File: config.mk
export PLATFORM = sky130hd
export DESIGN_NAME = fetch_unit_flat
export DESIGN_NICKNAME = d
export VERILOG_FILES = /design/src/rtl/fetch_unit_if.sv /design/src/rtl/fetch_unit.sv /design/src/flat_wrapper.sv
export SDC_FILE = /design/constraint.sdc
export NUM_CORES = 1
export LEC_CHECK = 0
export ABC_AREA = 1
export CORE_MARGIN = 5
export CORE_UTILIZATION = 40
export DETAILED_ROUTE_END_ITERATION = 8
export GPL_TIMING_DRIVEN = 0
export PLACE_DENSITY = 0.67
export SKIP_CTS_REPAIR_TIMING = 1
export SYNTH_ARGS = -nofsm -noshare
export SYNTH_HDL_FRONTEND = slang
export SYNTH_SLANG_ARGS = --single-unit
File: constraint.sdc
create_clock -name clock -period 2.5 [get_ports clock]
set_input_delay 0.5 -clock clock [delete_from_list [all_inputs] [get_ports clock]]
set_output_delay 0.5 -clock clock [all_outputs]
set_load 0.02 [all_outputs]
File: src/rtl/fetch_unit_if.sv
// rtl/fetch_unit_if.sv - Instruction memory and IF/ID handshake bundle for fetch_unit
// master is the fetch stage; slave is the memory/decode environment.
interface fetch_unit_if;
  logic        imem_req;
  logic [31:0] imem_addr;
  logic        imem_ready;
  logic        imem_rvalid;
  logic [31:0] imem_rdata;
  logic        redirect;
  logic [31:0] redirect_pc;
  logic        if_valid;
  logic [31:0] if_instr;
  logic [31:0] if_pc;
  logic        id_ready;

  modport master (
    output imem_req, imem_addr, if_valid, if_instr, if_pc,
    input  imem_ready, imem_rvalid, imem_rdata, redirect, redirect_pc, id_ready
  );

  modport slave (
    input  imem_req, imem_addr, if_valid, if_instr, if_pc,
    output imem_ready, imem_rvalid, imem_rdata, redirect, redirect_pc, id_ready
  );
endinterface

File: src/rtl/fetch_unit.sv
// rtl/fetch_unit.sv - Instruction fetch stage with credit-limited prefetch FIFO
// Owns the PC, issues in-order imem requests, and drops in-flight responses after a redirect.
module fetch_unit #(
  parameter int unsigned DEPTH    = 2,
  parameter logic [31:0] RESET_PC = 32'd0
) (
  input  logic         clock,
  input  logic         reset_n,
  fetch_unit_if.master bus
);
  localparam int unsigned AW = $clog2(DEPTH);
  localparam int unsigned CW = AW + 1;
  localparam logic [CW:0] CR_MAX = (CW+1)'(DEPTH);

  typedef enum logic [1:0] {IDLE, FETCH, FLUSH} state_t;

  state_t        state_q, state_d;
  logic [CW-1:0] out_cnt_q, out_cnt_d;
  logic [CW-1:0] cnt_q, cnt_d;
  logic [CW-1:0] drop_cnt_q, drop_cnt_d;
  logic [31:0]   fetch_pc_q, fetch_pc_d;
  logic [31:0]   resp_pc_q, resp_pc_d;
  logic [AW-1:0] wr_ptr_q, wr_ptr_d;
  logic [AW-1:0] rd_ptr_q, rd_ptr_d;
  logic [31:0]   pc_mem_q [DEPTH];
  logic [31:0]   pc_mem_d [DEPTH];
  logic [31:0]   instr_mem_q [DEPTH];
  logic [31:0]   instr_mem_d [DEPTH];

  logic        pop, pop_eff, accept, rsp, push;
  logic [CW:0] credits_used;

  assign pop          = bus.if_valid && bus.id_ready;
  assign pop_eff      = pop && !bus.redirect;
  assign accept       = bus.imem_req && bus.imem_ready;
  // A response with nothing outstanding is a protocol error and is ignored.
  assign rsp          = bus.imem_rvalid && (out_cnt_q != '0);
  assign push         = rsp && (drop_cnt_q == '0) && !bus.redirect;
  assign credits_used = {1'b0, out_cnt_q} + {1'b0, cnt_q} - (CW+1)'(pop);

  assign bus.imem_addr = fetch_pc_q;
  assign bus.if_valid  = (cnt_q != '0);
  assign bus.if_pc     = pc_mem_q[rd_ptr_q];
  assign bus.if_instr  = instr_mem_q[rd_ptr_q];

  always_ff @(posedge clock or negedge reset_n) begin
    if (!reset_n) begin
      state_q <= IDLE;
    end else begin
      state_q <= state_d;
    end
  end

  always_comb begin
    state_d = state_q;
    if (bus.redirect) begin
      state_d = (drop_cnt_d != '0) ? FLUSH : FETCH;
    end else begin
      case (state_q)
        IDLE:    state_d = FETCH;
        FETCH:   state_d = FETCH;
        FLUSH:   if (drop_cnt_q == '0) state_d = FETCH;
        default: state_d = IDLE;
      endcase
    end
  end

  always_comb begin
    bus.imem_req = 1'b0;
    if (state_q == FETCH) bus.imem_req = (credits_used < CR_MAX);
  end

  always_comb begin
    out_cnt_d   = out_cnt_q + CW'(accept) - CW'(rsp);
    drop_cnt_d  = drop_cnt_q;
    fetch_pc_d  = accept ? fetch_pc_q + 32'd1 : fetch_pc_q;
    resp_pc_d   = push ? resp_pc_q + 32'd1 : resp_pc_q;
    cnt_d       = cnt_q + CW'(push) - CW'(pop_eff);
    wr_ptr_d    = push ? wr_ptr_q + AW'(1) : wr_ptr_q;
    rd_ptr_d    = pop_eff ? rd_ptr_q + AW'(1) : rd_ptr_q;
    pc_mem_d    = pc_mem_q;
    instr_mem_d = instr_mem_q;
    if (rsp && (drop_cnt_q != '0)) drop_cnt_d = drop_cnt_q - CW'(1);
    if (push) begin
      pc_mem_d[wr_ptr_q]    = resp_pc_q;
      instr_mem_d[wr_ptr_q] = bus.imem_rdata;
    end
    // Redirect wins: everything still in flight after this edge must be discarded.
    if (bus.redirect) begin
      cnt_d      = '0;
      wr_ptr_d   = '0;
      rd_ptr_d   = '0;
      fetch_pc_d = bus.redirect_pc;
      resp_pc_d  = bus.redirect_pc;
      if (state_q != FLUSH) drop_cnt_d = out_cnt_d;
    end
  end

  always_ff @(posedge clock or negedge reset_n) begin
    if (!reset_n) begin
      out_cnt_q  <= '0;
      cnt_q      <= '0;
      drop_cnt_q <= '0;
      fetch_pc_q <= RESET_PC;
      resp_pc_q  <= RESET_PC;
      wr_ptr_q   <= '0;
      rd_ptr_q   <= '0;
      for (int i = 0; i < int'(DEPTH); i++) begin
        pc_mem_q[i]    <= '0;
        instr_mem_q[i] <= '0;
      end
    end else begin
      out_cnt_q   <= out_cnt_d;
      cnt_q       <= cnt_d;
      drop_cnt_q  <= drop_cnt_d;
      fetch_pc_q  <= fetch_pc_d;
      resp_pc_q   <= resp_pc_d;
      wr_ptr_q    <= wr_ptr_d;
      rd_ptr_q    <= rd_ptr_d;
      pc_mem_q    <= pc_mem_d;
      instr_mem_q <= instr_mem_d;
    end
  end
endmodule
File: src/flat_wrapper.sv
// flat-port wrapper written by rule: the top's interface ports become plain ports
module fetch_unit_flat 
#(
  parameter int unsigned DEPTH    = 2,
  parameter logic [31:0] RESET_PC = 32'd0
)
  (clock, reset_n, bus_imem_req, bus_imem_addr, bus_if_valid, bus_if_instr, bus_if_pc, bus_imem_ready, bus_imem_rvalid, bus_imem_rdata, bus_redirect, bus_redirect_pc, bus_id_ready);
  fetch_unit_if bus_i ();
  input  logic clock;
  input  logic reset_n;
  output wire logic [$bits(bus_i.imem_req)-1:0] bus_imem_req;
  output wire logic [$bits(bus_i.imem_addr)-1:0] bus_imem_addr;
  output wire logic [$bits(bus_i.if_valid)-1:0] bus_if_valid;
  output wire logic [$bits(bus_i.if_instr)-1:0] bus_if_instr;
  output wire logic [$bits(bus_i.if_pc)-1:0] bus_if_pc;
  input wire logic [$bits(bus_i.imem_ready)-1:0] bus_imem_ready;
  input wire logic [$bits(bus_i.imem_rvalid)-1:0] bus_imem_rvalid;
  input wire logic [$bits(bus_i.imem_rdata)-1:0] bus_imem_rdata;
  input wire logic [$bits(bus_i.redirect)-1:0] bus_redirect;
  input wire logic [$bits(bus_i.redirect_pc)-1:0] bus_redirect_pc;
  input wire logic [$bits(bus_i.id_ready)-1:0] bus_id_ready;
  assign bus_imem_req = bus_i.imem_req;
  assign bus_imem_addr = bus_i.imem_addr;
  assign bus_if_valid = bus_i.if_valid;
  assign bus_if_instr = bus_i.if_instr;
  assign bus_if_pc = bus_i.if_pc;
  assign bus_i.imem_ready = bus_imem_ready;
  assign bus_i.imem_rvalid = bus_imem_rvalid;
  assign bus_i.imem_rdata = bus_imem_rdata;
  assign bus_i.redirect = bus_redirect;
  assign bus_i.redirect_pc = bus_redirect_pc;
  assign bus_i.id_ready = bus_id_ready;
  fetch_unit #(.DEPTH(DEPTH), .RESET_PC(RESET_PC)) u_core (.clock(clock), .reset_n(reset_n), .bus(bus_i));
endmodule
; Yosys cells after proc, flatten, opt, wreduce, memory -nomap -nowiden
; Index checks and enable logic that the tools add are counted.
; W data, S select, Z words.
[op_classes]
n_addsub = 11
n_lt_le_gt_ge = 4
eq_ne = 4
n_mux = 27
bitwise = 2
reduce_logical = 19
[ops]
columns = cell, count
row1 = $mux W32, 11
row2 = $bwmux W64, 2
row3 = $add A32 B1 Y32 const B, 2
row4 = $demux W32 S1, 1
row5 = $mux W2, 7
row6 = $reduce_bool A2 Y1, 7
row7 = $logic_and A1 B1 Y1, 8
row8 = $mux W1, 5
row9 = $add A2 B1 Y2, 2
row10 = $ge A2 B2 Y1 const B, 2
row11 = $logic_not A2 Y1, 2
row12 = $not A1 Y2, 2
row13 = $pmux W2 S2, 1
row14 = $sub A2 B1 Y2, 2
row15 = $add A2 B2 Y3, 1
row16 = $lt A3 B2 Y1 const B, 1
row17 = $ne A3 B2 Y1 const B, 1
row18 = $sub A3 B1 Y3, 1
row19 = $add A1 B1 Y1 const B, 2
row20 = $eq A2 B1 Y1 const B, 1
row21 = $eq A2 B2 Y1 const B, 1
row22 = $lt A2 B1 Y1 const B, 1
row23 = $ne A2 B2 Y1 const B, 1
row24 = $reduce_or A2 Y1, 1
row25 = other kinds (2), 2
[totals]
ff_bits = 202
in_bits = 70
out_inout_bits = 98

; Longest topological paths before layout
; Gate-level depths: netlist of the first run.
[depth]
ltp_word = 13
mapped_depth = 18
depth_no_buf = 18

; Worst setup path after synthesis of the first run
; OpenSTA, ideal clock, no wires.
[synth_timing]
path_kind = flip-flop to flip-flop
startpoint = register u_core.cnt_q[1]
endpoint = register u_core.state_q[1]
t_arrival_ps = 2855
required_time_ps = 2381
path_slack_ps = -474
stages_incl_launch_ff = 16
period_less_slack_ps = 2974
cell_sequence = dfrtp_1 inv_1 nand2_1 nand2_1 inv_1 ha_1 or2_2 fa_1 inv_1 nor2_1 nand3b_4 inv_1 ha_1 o21ai_1 nand3_1 o21a_1
[synth_between]
elab_chain_cells = 13
word_cells_on_any_way = 14
classes_between = add/sub: 4 / order compare: 1 / mux: 5 / reduce/logical: 4
[synth_rtl]
columns = element, line_no
row1 = from (decl), fetch_unit.sv:19  ; logic [CW-1:0] cnt_q, cnt_d;
row2 = from (signal assigned), fetch_unit.sv:114  ; cnt_q <= cnt_d;
row3 = $reduce_bool A2 Y1, fetch_unit.sv:42  ; assign bus.if_valid = (cnt_q != '0);
row4 = via bus_if_valid, flat_wrapper.sv:13  ; output wire logic [$bits(bus_i.if_valid)-1:0] bus_if_valid;
row5 = $logic_and A1 B1 Y1, fetch_unit.sv:33  ; assign pop = bus.if_valid && bus.id_ready;
row6 = $sub A3 B1 Y3, fetch_unit.sv:39  ; assign credits_used = {1'b0, out_cnt_q} + {1'b0, cnt_q} - (CW+1)'(pop);
row7 = $lt A3 B2 Y1, fetch_unit.sv:70  ; if (state_q == FETCH) bus.imem_req = (credits_used < CR_MAX);
row8 = $mux W1, fetch_unit.sv:70
row9 = $logic_and A1 B1 Y1, fetch_unit.sv:35  ; assign accept = bus.imem_req && bus.imem_ready;
row10 = $add A2 B1 Y2, fetch_unit.sv:74  ; out_cnt_d = out_cnt_q + CW'(accept) - CW'(rsp);
row11 = $sub A2 B1 Y2, fetch_unit.sv:74
row12 = via u_core.out_cnt_d[0], fetch_unit.sv:18  ; logic [CW-1:0] out_cnt_q, out_cnt_d;
row13 = $mux W2, fetch_unit.sv:95  ; if (state_q != FLUSH) drop_cnt_d = out_cnt_d;
row14 = $mux W2, fetch_unit.sv:89  ; if (bus.redirect) begin
row15 = $reduce_bool A2 Y1, fetch_unit.sv:57  ; state_d = (drop_cnt_d != '0) ? FLUSH : FETCH;
row16 = $mux W2, fetch_unit.sv:57
row17 = $mux W2, fetch_unit.sv:56  ; if (bus.redirect) begin
row18 = to (signal assigned), fetch_unit.sv:50  ; state_q <= state_d;
row19 = to (decl), fetch_unit.sv:17  ; state_t state_q, state_d;
; The timed path passes the listed nets, and every way through them passes these cells.
; A chain may end at the register's enable or synchronous reset.

; Final worst setup path of the first run
[layout_timing]
startpoint = register u_core.cnt_q[1]
endpoint = output bus_imem_req
[layout_between]
elab_chain_cells = 5
word_cells_on_any_way = 6
classes_between = add/sub: 2 / order compare: 1 / mux: 1 / reduce/logical: 2
[layout_rtl]
columns = element, line_no
row1 = branches (longest 2 deep; another with $add A2 B2 Y3), n/a
row2 = $sub A3 B1 Y3 *, fetch_unit.sv:39
row3 = $lt A3 B2 Y1 *, fetch_unit.sv:70
row4 = $mux W1 *, fetch_unit.sv:70
row5 = to (decl), flat_wrapper.sv:11  ; output wire logic [$bits(bus_i.imem_req)-1:0] bus_imem_req;
; Every way passes the cells marked *.

==> results summary, run 1 <==
Of all nets on the critical path, the largest fanout is 2. The worst-margin pin slew came out at 669.3 ps. The overall die width is about 180 um. The startpoint identified for the worst register-to-register timing path is u_core.cnt_q[1]. STA classifies the critical path endpoint as an output pin. The cell area after layout is about 15000 um^2. The total number of vias came out at 10.67k. The routed design has 36330 um of wire.

Counting every instance in the synthesized netlist gives 1488. The number of global-route vias before repair is 10.18k. Traced cell by cell, the critical path runs through inv_2 > nand2_4 > nand2_4 > inv_2 > ha_4 > or2_4 > fa_2 > xnor2_2 > nor3_2 > buf_4. After layout, the worst setup slack is -478.3 ps. After clock tree synthesis, the clock-pin slew on the worst setup and hold paths is ~50 ps. TritonCTS built the clock tree. The clock sink count came out at 202. The data required time of the worst path came out at 2000 ps. The master of the slowest instance on the critical path is dfrtp_1. The maximum clock rate is 335.8 MHz. The I/O pin count is 168. For the worst-skew pair, the clock arrives at the later sink with an insertion delay of 510 ps. The arrival time of the worst setup path is 2480 ps. The final-report hold violation count came out at 0. The global-route wire length before repair is 55630 um.

In the synthesized netlist the async set-or-reset flop fraction comes to 100.0%. The number of different library cells in the post-synthesis netlist is 41. The number of failing setup endpoints in the final timing report came out at 37. The path with the worst hold slack has its endpoint at u_core.instr_mem_q[3]. The mean area per synthesized cell is 7.650 um^2. The height of the die came out at 178.7 um. In the final layout, the share of cells above drive strength 1 is between 10% and 20%.

The final worst hold slack is about 480 ps. The detailed router put a total of 15940 um of wire on met1. The worst setup slack before clock tree synthesis came out at -998.2 ps. The post-detailed-route via-to-cell ratio came out at 5.090. The final period demand of the worst path came out at between 2000 and 3000 ps. The maximum count of clock buffers along a single path came out at 3. The worst reg-to-reg path cell count came out at 17.

The critical path startpoint category is a flop. Clock tree synthesis selected as its root buffer the cell clkbuf_16. The initial core utilization came out at 40.75%. The global-route congestion overflow total is 0. The leakage component of the power came out at 8.075 nW. The total number of placement rows came out at 61. The number of enable-type register cells in the synthesized netlist came out at 0. The most used flip-flop cell after synthesis is dfrtp_1. The startpoint-to-endpoint class of the critical path is reg -> out. The count of nets left with antenna violations once routing finished came out at 0.

After layout, the worst path uses 119.1% of the clock period. Routability-driven placement finished with a final weighted congestion of 0.9034. The aggregate global-route resource usage came out at 21.95%. The count of buffers added on input and output ports is 167. The net count of the finished layout is 1783. The startpoint identified for the worst hold timing path is u_core.instr_mem_q[3].

The relative slew slack came out at 55.38%. The ratio of total power to cell area is 980.6 nW/um^2. The cell depth of the worst min-delay path came out at 2. The cell area after placement came out at between 10000 and 15000 um^2. The initial antenna violation count is 0. The highest ir drop seen on vdd is between 0.0004 and 0.0005 V. For this run, the share of the core covered by cells in the final layout is 54.45%.

The cell area after synthesis came out at ~11000 um^2. The signed area change from the synthesized netlist to the final layout came out at 33.62%. The number of nets in the synthesized netlist is between 1.5k and 2k. The flow ran to the end, but the final reports show violations. The uppermost metal layer occupied by signal nets is met4. The CTS buffer count came out at 23. The first detailed-routing pass took 5 iterations. In the final routed layout, each cell accounts on average for 17.33 um. After detailed routing, the met2 layer carries 16690 um of wire. The largest clock skew in the final design came out at ~14 ps. The number of max-slew violations in the final report was 0. The met3 wirelength from detailed routing came out at 2330 um. For flop-to-flop paths, the worst setup slack is -270 ps.

The sequential cell area fraction in the yosys report is approximately 44%. The area of the placeable core is 27930 um^2. The area enclosed by the die boundary came out at 31930 um^2. The count of antenna diodes in the layout is 0. The HPWL after detailed placement came out at roughly 27000 um. The path class of the tightest hold or removal check is reg -> reg. The largest net degree at the start of global routing came out at 77. The reg-to-reg endpoint is u_core.state_q[1].

After detailed routing, the number of remaining DRC violations is 0. The overall power of the completed layout came out at 14.92 mW. The number of storage elements in the synthesis netlist came out at just over 200. The longest individual stage delay on the worst path came out at roughly 400 ps.

The detailed router's first-iteration violation count is 778. Setup repair after global routing could not meet its margin everywhere. In this run the number of H-tree levels came out at 1. The final reports fail on setup timing. The count of warnings emitted by yosys is 0.

Across the run, the number of max-cap violations was 0.
[Yosys cell counts, types with 3 or more instances]
| cell | n | area share, % |
|---|---|---|
| o21ai_1 | 12 | 0.53 |
| nor2_1 | 105 | 3.5 |
| inv_1 | 130 | 4.3 |
| a21oi_1 | 12 | 0.53 |
| buf_1 | 8 | 0.26 |
| buf_2 | 8 | 0.35 |
| xor2_1 | 13 | 1.0 |
| ha_1 | 9 | 0.99 |
| dfrtp_1 | 202 | 44 |
| clkbuf_1 | 12 | 0.40 |
| o21ai_2 | 114 | 8.8 |
| buf_4 | 4 | 0.26 |
| nand2_2 | 8 | 0.44 |
| nor3_1 | 10 | 0.44 |
| a31oi_1 | 8 | 0.44 |
| o21ai_0 | 30 | 1.3 |
| inv_2 | 6 | 0.20 |
| nor2_4 | 4 | 0.40 |
| or2_2 | 5 | 0.27 |
| nand3b_1 | 8 | 0.53 |
| o211ai_1 | 12 | 0.79 |
| nand3_1 | 78 | 3.4 |
| nand2_1 | 612 | 20 |
| nand4_1 | 16 | 0.88 |
| nor2_2 | 11 | 0.60 |
| buf_6 | 29 | 2.9 |
| nand2_4 | 3 | 0.30 |
[logic make-up after synthesis]
kind of cell,share of synthesized area (%)
simple gates,31.60
flops,44.41
buf+inv,8.672
compound gates,13.00
xor+xnor,1.154
fa+ha+maj,1.165
[through the flow]
| stage | std cells | setup TNS, ps |
|---|---|---|
| floorplan | 1488 | -405.9 |
| global placement | 2033 | -1623480 |
| detailed placement | 2035 | -33760 |
| CTS | 2075 | -53160 |
| global route | 2096 | -10420 |
| finish | 2096 | -7194 |
[registers in the layout, indices dropped and copies added (netlist names), 2 cells and up]
register and count:
u_core.cnt_q 2, u_core.state_q 2, u_core.out_cnt_q 2, u_core.bus.imem_addr 32, u_core.instr_mem_q 64, u_core.pc_mem_q 64, u_core.resp_pc_q 32, u_core.drop_cnt_q 2
[where the power goes]
part           switching, mW  leakage [nW]  internal (mW)  total, mW
registers              0.836          2.57           4.43       5.27
logic                   3.67          5.15           2.73       6.41
clock network           1.34         0.354           1.90       3.24
[per-layer routing]
metal | track usage, % | vias to the layer above
met2 | 34.60 | 406
li1 | - | 5159
met1 | 31.43 | 5024
met4 | 7.227 | 0
met3 | 2.805 | 79
met5 | 0 | -
[how the worst max path moves through the flow]
stage                    start  cells after the start             endpoint  slack (ps)
2_1_floorplan  u_core.cnt_q[1]                     18    u_core.state_q[1]        -170
3_3_place_gp           reset_n                      1  u_core.pc_mem_q[51]       -7900
6_report       u_core.cnt_q[1]                     10         bus_imem_req        -480
4_1_cts        u_core.cnt_q[1]                     10         bus_imem_req       -1160
5_1_grt        u_core.cnt_q[1]                     10         bus_imem_req        -580
3_5_place_dp      bus_id_ready                      9         bus_imem_req       -1000
[cell usage in the layout, fill, tap and decap left out, types with 6 or more instances in the layout]
master	netlist	routed
nand2_1	612	594
dfrtp_1	202	202
inv_1	130	123
o21ai_2	114	120
clkdlybuf4s50_1	0	101
nor2_1	105	99
dlymetal6s2s_1	0	64
nand3_1	78	58
buf_6	29	36
clkbuf_16	0	26
nand3_2	2	22
o21ai_0	30	22
nand4_1	16	16
nand2_4	3	15
nand2_2	8	13
xor2_1	13	13
o21ai_1	12	13
clkbuf_4	0	12
o211ai_1	12	12
inv_2	6	11
nor2_2	11	11
clkbuf_1	12	11
nor2_4	4	10
buf_4	4	10
a21oi_1	12	10
nor3_1	10	9
nand3b_1	8	8
buf_2	8	7
ha_1	9	7
clkbuf_8	0	7
a31oi_1	8	6
[final cells by class]
cell class	count	area, um^2
Tap cell	378	473.0
Sequential cell	202	5055
Clock inverter	3	18.77
Fill cell	2630	12720
Timing Repair Buffer	189	2148
Inverter	137	530.5
Clock buffer	37	698.2
Buffer	61	556.8
Multi-Input combinational cell	1089	5731
[critical path: cells and delay by family (launching register included)]
kind                     cells  cell delay, ps
adder cells (fa/ha/maj)      2             570
buffers and inverters        3             290
AND/OR/NAND/NOR              4             540
XOR/XNOR                     1             160
flip-flops                   1             400
Note: power is estimated with default switching activity, not from simulation.
==> run 2, diff against run 1 <==
--- a/config.mk
+++ b/config.mk
@@ -15,3 +15,4 @@
 export SYNTH_ARGS = -nofsm -noshare
 export SYNTH_HDL_FRONTEND = slang
 export SYNTH_SLANG_ARGS = --single-unit
+export TNS_END_PERCENT = 10
==> run 2 against run 1 <==
Against the previous run: the flow still finishes with violations (setup timing); utilization fell by 2.2 points; die area did not move; critical path depth did not move; total power fell by 1.7%; sequential power barely moved; clock-buffer cell count did not move; first-iteration DRC count rose by 3.1%; critical path type unchanged; largest cell class unchanged; largest power group unchanged; highest routed layer unchanged.
==> results summary, run 2 (synthesis gave the netlist of run 1 again) <==
The detailed router's first-iteration violation count was 802 (+3.1%). The area enclosed by the die boundary was 31930 um^2 (unchanged). The leakage component of the power is 7.541 nW (-6.6%).

The reg-to-reg endpoint is u_core.state_q[1]. The library cell used most frequently in the layout, excluding fill and tap cells, is nand2_1. The routed wire length per instance is 17.02 um (-1.8%). The total number of placement rows is 61 (unchanged). The arrival time of the worst setup path came out at 2470 ps (about the same).

Traced cell by cell, the critical path runs through inv_2 > nand2_4 > nand2_4 > inv_2 > ha_4 > or2_4 > fa_2 > xnor2_2 > nor3_2 > buf_4. The worst-skew pair later-pin latency came out at 510 ps (about the same). The relative slew slack is 57.20% (+1.8 points). The core utilization of the finished layout came out at 52.29% (-2.2 points). The highest ir drop seen on vdd came out at 0.0004963 V (-0.43%). The HPWL after detailed placement is 26520 um (unchanged). The cell area after layout is 14610 um^2 (-4.0%). The remaining number of nets flagged by the antenna check after routing came out at 0 (unchanged). STA classifies the critical path endpoint as an output pin. The final-report hold violation count is 0 (unchanged).

In the final layout, the registers with the most flip-flops are u_core.instr_mem_q (64), u_core.pc_mem_q (64). The portion of the clock cycle consumed by the worst path in the final layout is 119.0% (-0.17 points). The initial antenna violation count is 0 (unchanged). The cell depth of the worst min-delay path is 2 (unchanged). The global-route congestion overflow total is 0 (unchanged). The total number of vias was 10.53k (-1.3%).

The worst-margin pin slew is 642.1 ps (-27.18 ps). The count of antenna diodes in the layout came to 0 (unchanged). The maximum clock rate is 336.2 MHz (+0.14%). The non-filler instance count after layout is 2080 (-0.76%). The longest individual stage delay on the worst path came out at 400 ps (about the same). For hold timing, the worst endpoint is u_core.instr_mem_q[3]. The setup slack after layout is -474.0 ps (+4.290 ps).

The tree is rooted in a clkbuf_16. STA classifies the critical path startpoint as a flop. The final worst hold slack is 475.9 ps (+0.08100 ps). The largest net degree at the start of global routing came out at 77 (unchanged). The final period demand of the worst path is 2974 ps (-4.290 ps). The cell area after placement is 13640 um^2 (unchanged).

The signed area change from the synthesized netlist to the final layout is 28.31%. The CTS buffer count was 23 (unchanged). The fraction of final layout cells sized beyond drive strength 1 was 15.92% (-3.7 points). The global placement routability congestion is 0.9034 (unchanged). The number of global-route vias before repair came out at 10.18k (unchanged).

The placed instance count came out at 2035 (unchanged). The net count reported at finish came to 1767 (-0.90%). The sum of negative setup slack came to -11950 ps (-4756 ps). The largest clock skew in the final design is 14.38 ps (+0.5727 ps).

The overall die width came out at 178.7 um (unchanged). The highest fanout seen on the critical path is 2 (unchanged). The initial core utilization was 40.75% (unchanged).

The flow ran to the end, but the final reports show violations. Among all stages on the critical path, the largest delay is contributed by dfrtp_1. The number of port buffers came out at 167 (unchanged). The global-route wire length before repair came to 55630 um (unchanged). The number of design rule violations left after detail routing is 0 (unchanged). The clock sink count came to 202 (unchanged).

The post-detailed-route via-to-cell ratio came out at 5.062 (-0.54%). Setup repair after global routing could not meet its margin everywhere. The count of maximum capacitance violations is 0 (unchanged).

The area of the placeable core is 27930 um^2 (unchanged). The height of the die came to 178.7 um (unchanged). The class of the worst hold path is reg -> reg.

The number of levels in the clock H-tree came to 1 (unchanged). The slack of the worst reg-to-reg path is -430 ps (-160 ps). The worst reg-to-reg path cell count is 18 (+1). The length of the first detailed-routing pass in iterations is 7 (+2).

The maximum count of clock buffers along a single path came out at 3 (unchanged). The data required time of the worst path came to 2000 ps (about the same). The I/O pin count was 168 (unchanged). The library cells used most frequently in the layout, excluding fill and tap cells, are 609 x nand2_1, 202 x dfrtp_1, 124 x inv_1, 122 x clkdlybuf4s50_1, 114 x o21ai_2. The final reports fail on setup timing. The number of failing setup endpoints in the final timing report is 57 (+54%).

The total wire length after detailed routing is 35410 um (-2.5%). The startpoint identified for the worst hold timing path is u_core.instr_mem_q[3]. The worst register-to-register path begins at u_core.cnt_q[1]. The CTS tree is yes.

The ratio of total power to cell area was 1004 nW/um^2 (+2.4%). The startpoint-to-endpoint class of the critical path is reg -> out. The number of max-slew violations in the final report is 0 (unchanged). The CTS clock-pin slew for the worst setup and hold paths was 50 ps (about the same). The aggregate global-route resource usage is 21.95% (unchanged).
run 2: changes by cell type in the layout (fill, tap and decap cells not counted), sizes merged:
cell           delta
buf              -11
clkbuf            -4
clkdlybuf4s50    +21
clkinv            -1
dlymetal6s2s     -21
inv               +1
nand2             -1
run 2: area by class of cell:
cell class / count / area [um^2]
Fill cell: 2686 / 13330
Multi-Input combinational cell: 1088 / 5440
Sequential cell: 202 / 5055
Timing Repair Buffer: 174 / 1877
Clock buffer: 37 / 698.2
Buffer: 61 / 526.8
Inverter: 137 / 518.0
Tap cell: 378 / 473.0
Clock inverter: 3 / 18.77
run 2: how the worst max path moves through the flow:
| stage | cells after the start | start | endpoint |
|---|---|---|---|
| after floorplan | 18 | u_core.cnt_q[1] | u_core.state_q[1] |
| after detailed placement | 9 | bus_id_ready | bus_imem_req |
| after global placement | 1 | reset_n | u_core.pc_mem_q[51] |
| after global routing | 10 | u_core.cnt_q[1] | bus_imem_req |
| final | 10 | u_core.cnt_q[1] | bus_imem_req |
| after CTS | 10 | u_core.cnt_q[1] | bus_imem_req |
run 2: where the power goes:
group,internal (mW),switching [mW],total (mW),leakage [nW]
clock,1.90,1.34,3.24,0.354
sequential,4.43,0.809,5.24,2.57
combinational,2.62,3.56,6.19,4.61
total,8.96,5.71,14.7,7.54
run 2: through the flow:
step           worst slack [ps]  total power, mW
3_5_place_dp             -998.2            11.45
3_3_place_gp              -7903            11.28
4_1_cts                   -1164            14.72
2_1_floorplan            -170.8            8.957
6_report                 -474.0            14.67
5_1_grt                  -584.8            15.64
run 2: worst max-delay path, delay by kind of cell, from the launching register on:
kind / cells / cell delay, ps
adder cells (fa/ha/maj): 2 / 570
flip-flops: 1 / 400
AND/OR/NAND/NOR: 4 / 540
XOR/XNOR: 1 / 160
buffers and inverters: 3 / 290
run 2: metal layers:
| layer | up-vias | part of all wire [%] | GRT usage [%] |
|---|---|---|---|
| met3 | 72 | 6.5 | 2.805 |
| li1 | 5115 | - | - |
| met4 | 0 | 3.5 | 7.227 |
| met5 | - | 0 | 0 |
| met1 | 4939 | 44 | 31.43 |
| met2 | 403 | 46 | 34.60 |
